File: src/rtl/dh_check_pkg.sv
// Shared types and constants for the DH key-confirmation response checker.
package dh_check_pkg;

  typedef enum logic [1:0] {
    IDLE   = 2'd0,
    ARMED  = 2'd1,
    CHECK  = 2'd2,
    LOCKED = 2'd3
  } state_t;

  localparam int FAIL_CNT_W   = 8;
  localparam int DEF_DATA_W   = 64;
  localparam int DEF_TIMEOUT  = 1024;
  localparam int DEF_MAX_FAIL = 3;

  // Failure count holds at all-ones instead of wrapping back to zero.
  function automatic logic [FAIL_CNT_W-1:0] sat_inc(input logic [FAIL_CNT_W-1:0] v);
    return (v == '1) ? v : v + FAIL_CNT_W'(1);
  endfunction

endpackage

File: src/rtl/dh_check_timer.sv
// Response-wait timer: loadable up-counter that flags the last allowed cycle.
module dh_check_timer
  import dh_check_pkg::*;
#(
  parameter int TIMEOUT = DEF_TIMEOUT,
  parameter int TMR_W   = (TIMEOUT > 0) ? $clog2(TIMEOUT + 1) : 1
) (
  input  logic clk,
  input  logic rst,
  input  logic load,
  input  logic en,
  output logic expire
);

  generate
    if (TIMEOUT == 0) begin : g_off
      assign expire = 1'b0;
    end else begin : g_on
      logic [TMR_W-1:0] count;

      // NOTE: sequential state is always assigned with <= so every flop samples pre-edge values.
      always_ff @(posedge clk or posedge rst) begin
        if (rst) begin
          count <= '0;
        end else if (load) begin
          count <= '0;
        end else if (en) begin
          count <= count + TMR_W'(1);
        end
      end

      assign expire = (count == TMR_W'(TIMEOUT - 1));
    end
  endgenerate

endmodule

File: config.mk
export PLATFORM = sky130hd
export DESIGN_NAME = dh_check_timer
export DESIGN_NICKNAME = d
export VERILOG_FILES = /design/src/rtl/dh_check_pkg.sv /design/src/rtl/dh_check_timer.sv
export SDC_FILE = /design/constraint.sdc
export NUM_CORES = 1
export LEC_CHECK = 0
export ABC_AREA = 0
export BUFFER_PORTS_ARGS = -buffer_cell sky130_fd_sc_hd__buf_2
export CAP_MARGIN = 10
export CORE_AREA = 2 2 39 41
export CTS_CLUSTER_SIZE = 28
export DETAILED_ROUTE_END_ITERATION = 8
export DIE_AREA = 0 0 41 43
export HOLD_SLACK_MARGIN = 0.02
export SYNTH_ARGS = -nofsm -noshare
export SYNTH_HDL_FRONTEND = slang
export SYNTH_SLANG_ARGS = --single-unit
File: constraint.sdc
create_clock -name clk -period 2.3 [get_ports clk]
set_clock_uncertainty 0.05 [all_clocks]
set_input_delay 0.23 -clock clk [delete_from_list [all_inputs] [get_ports clk]]
set_output_delay 0.23 -clock clk [all_outputs]
set_load 0.005 [all_outputs]
==> results.yml, run 1 <==
status:
  status: "finished clean"
grt:
  grt_pass1_vias: 414
  grt_overflow: 0
  antenna_found_initial: 0
  grt_pass1_wl_um: 1780
  grt_max_degree: 14
  grt_usage_pct: 14.85
drt:
  antenna_left: 0
  wl_per_cell_um: 13.09
  drc: 0
  via_per_inst: 5.392
  routed_wl_um: 1034
  detail_route.first_pass.iterations: 2
  via_count: 426
  first_iter_violations: 7
synthesis:
  synth.most_common_cell: "dfrtp_1"
  async_flop_share_pct: 100.0
  ys_warn_count: 0
  synth-seq-cells: 11
  syn_inst: 56
  netlist_area_um2: 561.8
  yosysTopAreaCell: "dfrtp_1"
  yosysSeqAreaShare_pct: 49.00
  synthTopCellsByCount: "11 x dfrtp_1, 7 x nor2_1, 5 x a21oi_1"
  synthTopCellsByArea: "dfrtp_1 49%, o31ai_1 5.3%, or4_1 5.3%"
  synth_top_area_share_pct: 49.00
  ys.flop_type: "dfrtp_1"
  synthesis.nets: 61
  synth_cell_type_count: 21
  synth-edff-count: 0
  avgSynthCellArea_um2: 10.03
die:
  die_area_mm2: 0.001763
  num_rows: 14
  dieHeight_um: 43
  ios: 5
  die_w_um: 41
  core-area_mm2: 0.001384
  initial_core_util_pct: 40.60
place:
  placedCellCount: 74
  portBuffers: 4
  gp_congestion: 0.7186
  dp_hpwl_um: 733.9
timing:
  finalSetupViolCount: 0
  rsz0062_at_grt: "false"
  setup_tns_ns: 0
  min_period_over_period_pct: 75.63
  hold_viol: 0
  worst_pin_slew_ns: 0.4358
  relSlewSlack_pct: 70.91
  layout_min_cycle_time_ns: 1.739
  drv_slew: 0
  fmax_mhz: 574.9
worst_setup_path:
  crit_path_end_kind: "primary output"
  reg2reg_depth: 4
  worstPathMaxFanout: 6
  cp_data_required_time_ns: 2.02
  r2r_start: "g_on.count[0]"
  worstSetupStartpointType: "flip-flop"
  r2r_end: "g_on.count[10]"
  crit_type: "reg -> out"
  r2r_setup_slack_ns: 0.67
  crit_arrival_ns: 1.46
job:
  maxCapViolCount: 0
power_and_ir_drop:
  powerDensity_mw_per_mm2: 563.6
  power.total_uw: 353.3
  power_leakage_nw: 0.2696
  ir_drop_mv: 0.3715
layout:
  largest-register: "g_on.count"
  fill_cells: 132
  top_regs: "g_on.count: 11 flops"
  largest_reg_flops: 11
  antennaDiodeCount: 0
  final_cells: 79
  fin_nets: 69
  drive_gt1_share_pct: 15.87
  syn_to_final_growth_pct: 11.58
clocking:
  clock_latency_ns: 0.26
  ctsResizeCount: 0
  cts.path.max_buffers: 2
  clock-sinks: 11
  cts_buffers: 3
  clk_pin_slew_ns: 0.07
  clk_root_buffer_cell: "clkbuf_4"
  cts_tree: "yes"
  htree_levels: 1
worst_hold_path:
  hold_depth: 2
  hp-class: "in -> reg"
  min_to: "g_on.count[8]"
  hp-start: "load"
## worst max-delay path by stage
stage	cells after the start	start	slack (ns)	to
2_1_floorplan	4	g_on.count[0]	0.76	g_on.count[10]
3_3_place_gp	4	g_on.count[0]	0.69	g_on.count[10]
3_5_place_dp	4	g_on.count[0]	0.67	g_on.count[10]
4_1_cts	4	g_on.count[0]	0.54	expire
5_1_grt	4	g_on.count[0]	0.43	expire
6_report	4	g_on.count[0]	0.56	expire
## power breakdown
part           switching, mW  internal, mW
clock                 0.0624        0.0670
combinational         0.0144       0.00856
sequential           0.00397         0.197
## cell type report
type,count,area [um^2],area share [%]
Clock buffer,4,26.28,4.192
Inverter,3,11.26,1.796
Multi-Input combinational cell,40,264.0,42.12
Tap cell,16,20.02,3.194
Timing Repair Buffer,5,30.03,4.790
Sequential cell,11,275.3,43.91
## logic make-up (layout without fill, tap and decap cells)
group	Yosys count	count (layout)	share of synthesized area [%]
flops	11	11	49.00
simple gates	23	23	24.05
xor+xnor	4	4	6.237
mux	2	2	3.786
fa+ha+maj	1	1	2.227
buf+inv	5	12	4.009
compound gates	10	10	10.69
## per-layer routing
metal  vias to the layer above  global-route usage [%]  part of all wire (%)
met1                       206                   21.14                    52
met4                         0                   6.000                     0
met3                         0                   3.141                   1.8
met5                         -                       0                     0
met2                         3                   21.25                    46
li1                        217                       -                     -
## stage by stage
stage | area (um^2) | util (%) | hold slack [ns] | worst slack (ns)
final | 626.9 | 45.30 | 0.2416 | 0.5606
after detailed placement | 590.6 | 42.68 | 0.1988 | 0.6690
after floorplan | 561.8 | - | 0.03244 | 0.7567
after CTS | 626.9 | 45.30 | 0.2379 | 0.5449
after global routing | 626.9 | 45.30 | 0.2560 | 0.4266
after global placement | 590.6 | 42.68 | 0.1954 | 0.6913
## critical path, cell delays in order (launching register included)
cell     delay (ns)
dfrtp_1        0.40
ha_1           0.22
nand4_2        0.17
nor4_1         0.26
buf_2          0.16
## placed cells by master, fill, tap and decap left out, types with 2 or more instances in the layout
cell type  count
a21oi_1        5
buf_2          4
clkbuf_4       3
dfrtp_1       11
inv_1          3
nand2_1        3
nand4_1        2
nand4_2        2
nor2_1         7
nor4_1         2
o31ai_1        4
or4_1          4
xor2_1         3
## repair_timing
action,CTS,global route
hold buffers,1,0
buffers inserted,0,0
endpoints found under the setup margin,0,0
endpoints found under the hold margin,11,0
Note: power is estimated with default switching activity, not from simulation.
==> run 2: changes to the inputs <==
clock period = 1.78 ns   (was 2.3 ns; I/O delays follow)
==> results.yml, run 2 (synthesis gave the netlist of run 1 again) <==
status:
  status: "finished clean"
grt:
  grt_max_degree: 13
  grt_usage_pct: 16.55
  antenna_found_initial: 0
  grt_pass1_vias: 441
  grt_pass1_wl_um: 1897
  grt_overflow: 0
worst_setup_path:
  worstPathMaxFanout: 6
  r2r_start: "g_on.count[0]"
  critPathCapture: "expire"
  crit_path_end_kind: "primary output"
  cp_data_required_time_ns: 1.55
  crit_arrival_ns: 1.44
  crit_type: "reg -> out"
  reg2reg_depth: 4
  worstSetupStartpointType: "flip-flop"
  r2r_end: "g_on.count[10]"
  critical_path.startpoint: "g_on.count[0]"
  r2r_setup_slack_ns: 0.13
power_and_ir_drop:
  seq_power_share_pct: 56.4
  power.share.switching_pct: 23.13
  powerDensity_mw_per_mm2: 718.4
  ir_drop_mv: 0.3251
  power_leakage_nw: 0.2745
  power_frac_comb_pct: 6.9
  switching_power_uw: 106.4
  p_int_uw: 353.8
  clockPowerShare_pct: 36.8
drt:
  first_iter_violations: 0
  antenna_left: 0
  wl_per_cell_um: 13.69
  routed_wl_um: 1095
  via_count: 459
  detail_route.first_pass.iterations: 1
  via_per_inst: 5.738
  drc: 0
clocking:
  clk_pin_slew_ns: 0.07
  clock-sinks: 11
  cts_buffers: 3
  cts.path.max_buffers: 2
  clock_latency_ns: 0.26
  cts_tree: "yes"
  clk_root_buffer_cell: "clkbuf_4"
  post_cts.repair.setup_buffers: 0
  htree_levels: 1
die:
  ios: 5
  die_w_um: 41
  initial_core_util_pct: 40.60
  core-area_mm2: 0.001384
  dieHeight_um: 43
  die_area_mm2: 0.001763
  num_rows: 14
place:
  gp_congestion: 0.7135
  placedCellCount: 75
  dp_slack_ns: 0.1481
  dp_hpwl_um: 753.4
  portBuffers: 4
layout:
  fin_nets: 70
  drive_gt1_share_pct: 18.75
  top_regs: "g_on.count: 11 flops"
  final_cells: 80
  largest-register: "g_on.count"
  final_util_pct: 46.29
  syn_to_final_growth_pct: 14.03
  antennaDiodeCount: 0
  final_cell_mix: "11 x dfrtp_1, 7 x nor2_1, 5 x a21oi_1"
  largest_reg_flops: 11
  final_common_cell: "dfrtp_1"
timing:
  fmax_mhz: 600.7
  hold_viol: 0
  relSlewSlack_pct: 71.12
  finalWorstSetupSlack_ns: 0.1152
  layout_min_cycle_time_ns: 1.665
  min_period_over_period_pct: 93.53
  drv_slew: 0
  finalSetupViolCount: 0
  worst_pin_slew_ns: 0.4327
job:
  maxCapViolCount: 0
worst_hold_path:
  hp-class: "in -> reg"
[run 2: changes by cell type in the layout (fill, tap and decap cells not counted), sizes merged]
cell	before	now
buf	4	5
[run 2: power groups by stage]
stage	Sequential, mW	Clock [mW]	Combinational [mW]
2_1_floorplan	0.264	0	0.0219
3_3_place_gp	0.264	0	0.0302
3_5_place_dp	0.264	0	0.0303
4_1_cts	0.259	0.177	0.0321
5_1_grt	0.260	0.193	0.0367
6_report	0.259	0.169	0.0316
[run 2: cell type report]
class,count,area [um^2]
Timing Repair Buffer,6,37.54
Tap cell,16,20.02
Multi-Input combinational cell,40,270.3
Sequential cell,11,275.3
Fill cell,126,743.2
Clock buffer,4,26.28
Inverter,3,11.26
[run 2: what timing repair did]
item,4_1_cts,5_1_grt
resized for setup,0,1
setup endpoints to repair,0,1
endpoints found under the hold margin,11,0
hold buffers,1,0
[run 2: worst min path at each step]
| stage | start | to | slack [ns] | cells after the start |
|---|---|---|---|---|
| CTS | en | g_on.count[0] | 0.21 | 3 |
| floorplan | rst | g_on.count[0] | -0.02 | 1 |
| detailed placement | rst | g_on.count[2] | 0.14 | 2 |
| global placement | rst | g_on.count[2] | 0.14 | 2 |
| global route | en | g_on.count[1] | 0.22 | 3 |
| finish | en | g_on.count[0] | 0.21 | 3 |
[run 2: stage by stage]
step           instance area [um^2]  hold slack, ns  power, mW  TNS [ns]
5_1_grt                       640.6          0.2215     0.4896  -0.02086
2_1_floorplan                 561.8        -0.01956     0.2856         0
4_1_cts                       634.4          0.2061     0.4688         0
6_report                      640.6          0.2149     0.4602         0
3_5_place_dp                  598.1          0.1442     0.2946         0
3_3_place_gp                  598.1          0.1412     0.2943         0
[run 2: layer usage]
metal,global-route usage [%],routed length [um],part of all wire (%),vias to the layer above
met2,24.69,573,52,5
met1,20.00,493,45,228
met5,0,0,0,-
li1,-,-,-,226
met3,7.853,28,2.6,0
met4,6.000,0,0,0
[run 2: worst max-delay path, stage by stage, from the launching register on]
cell,delay (ns)
dfrtp_1,0.40
ha_1,0.21
nand4_2,0.18
nor4_2,0.24
buf_2,0.15
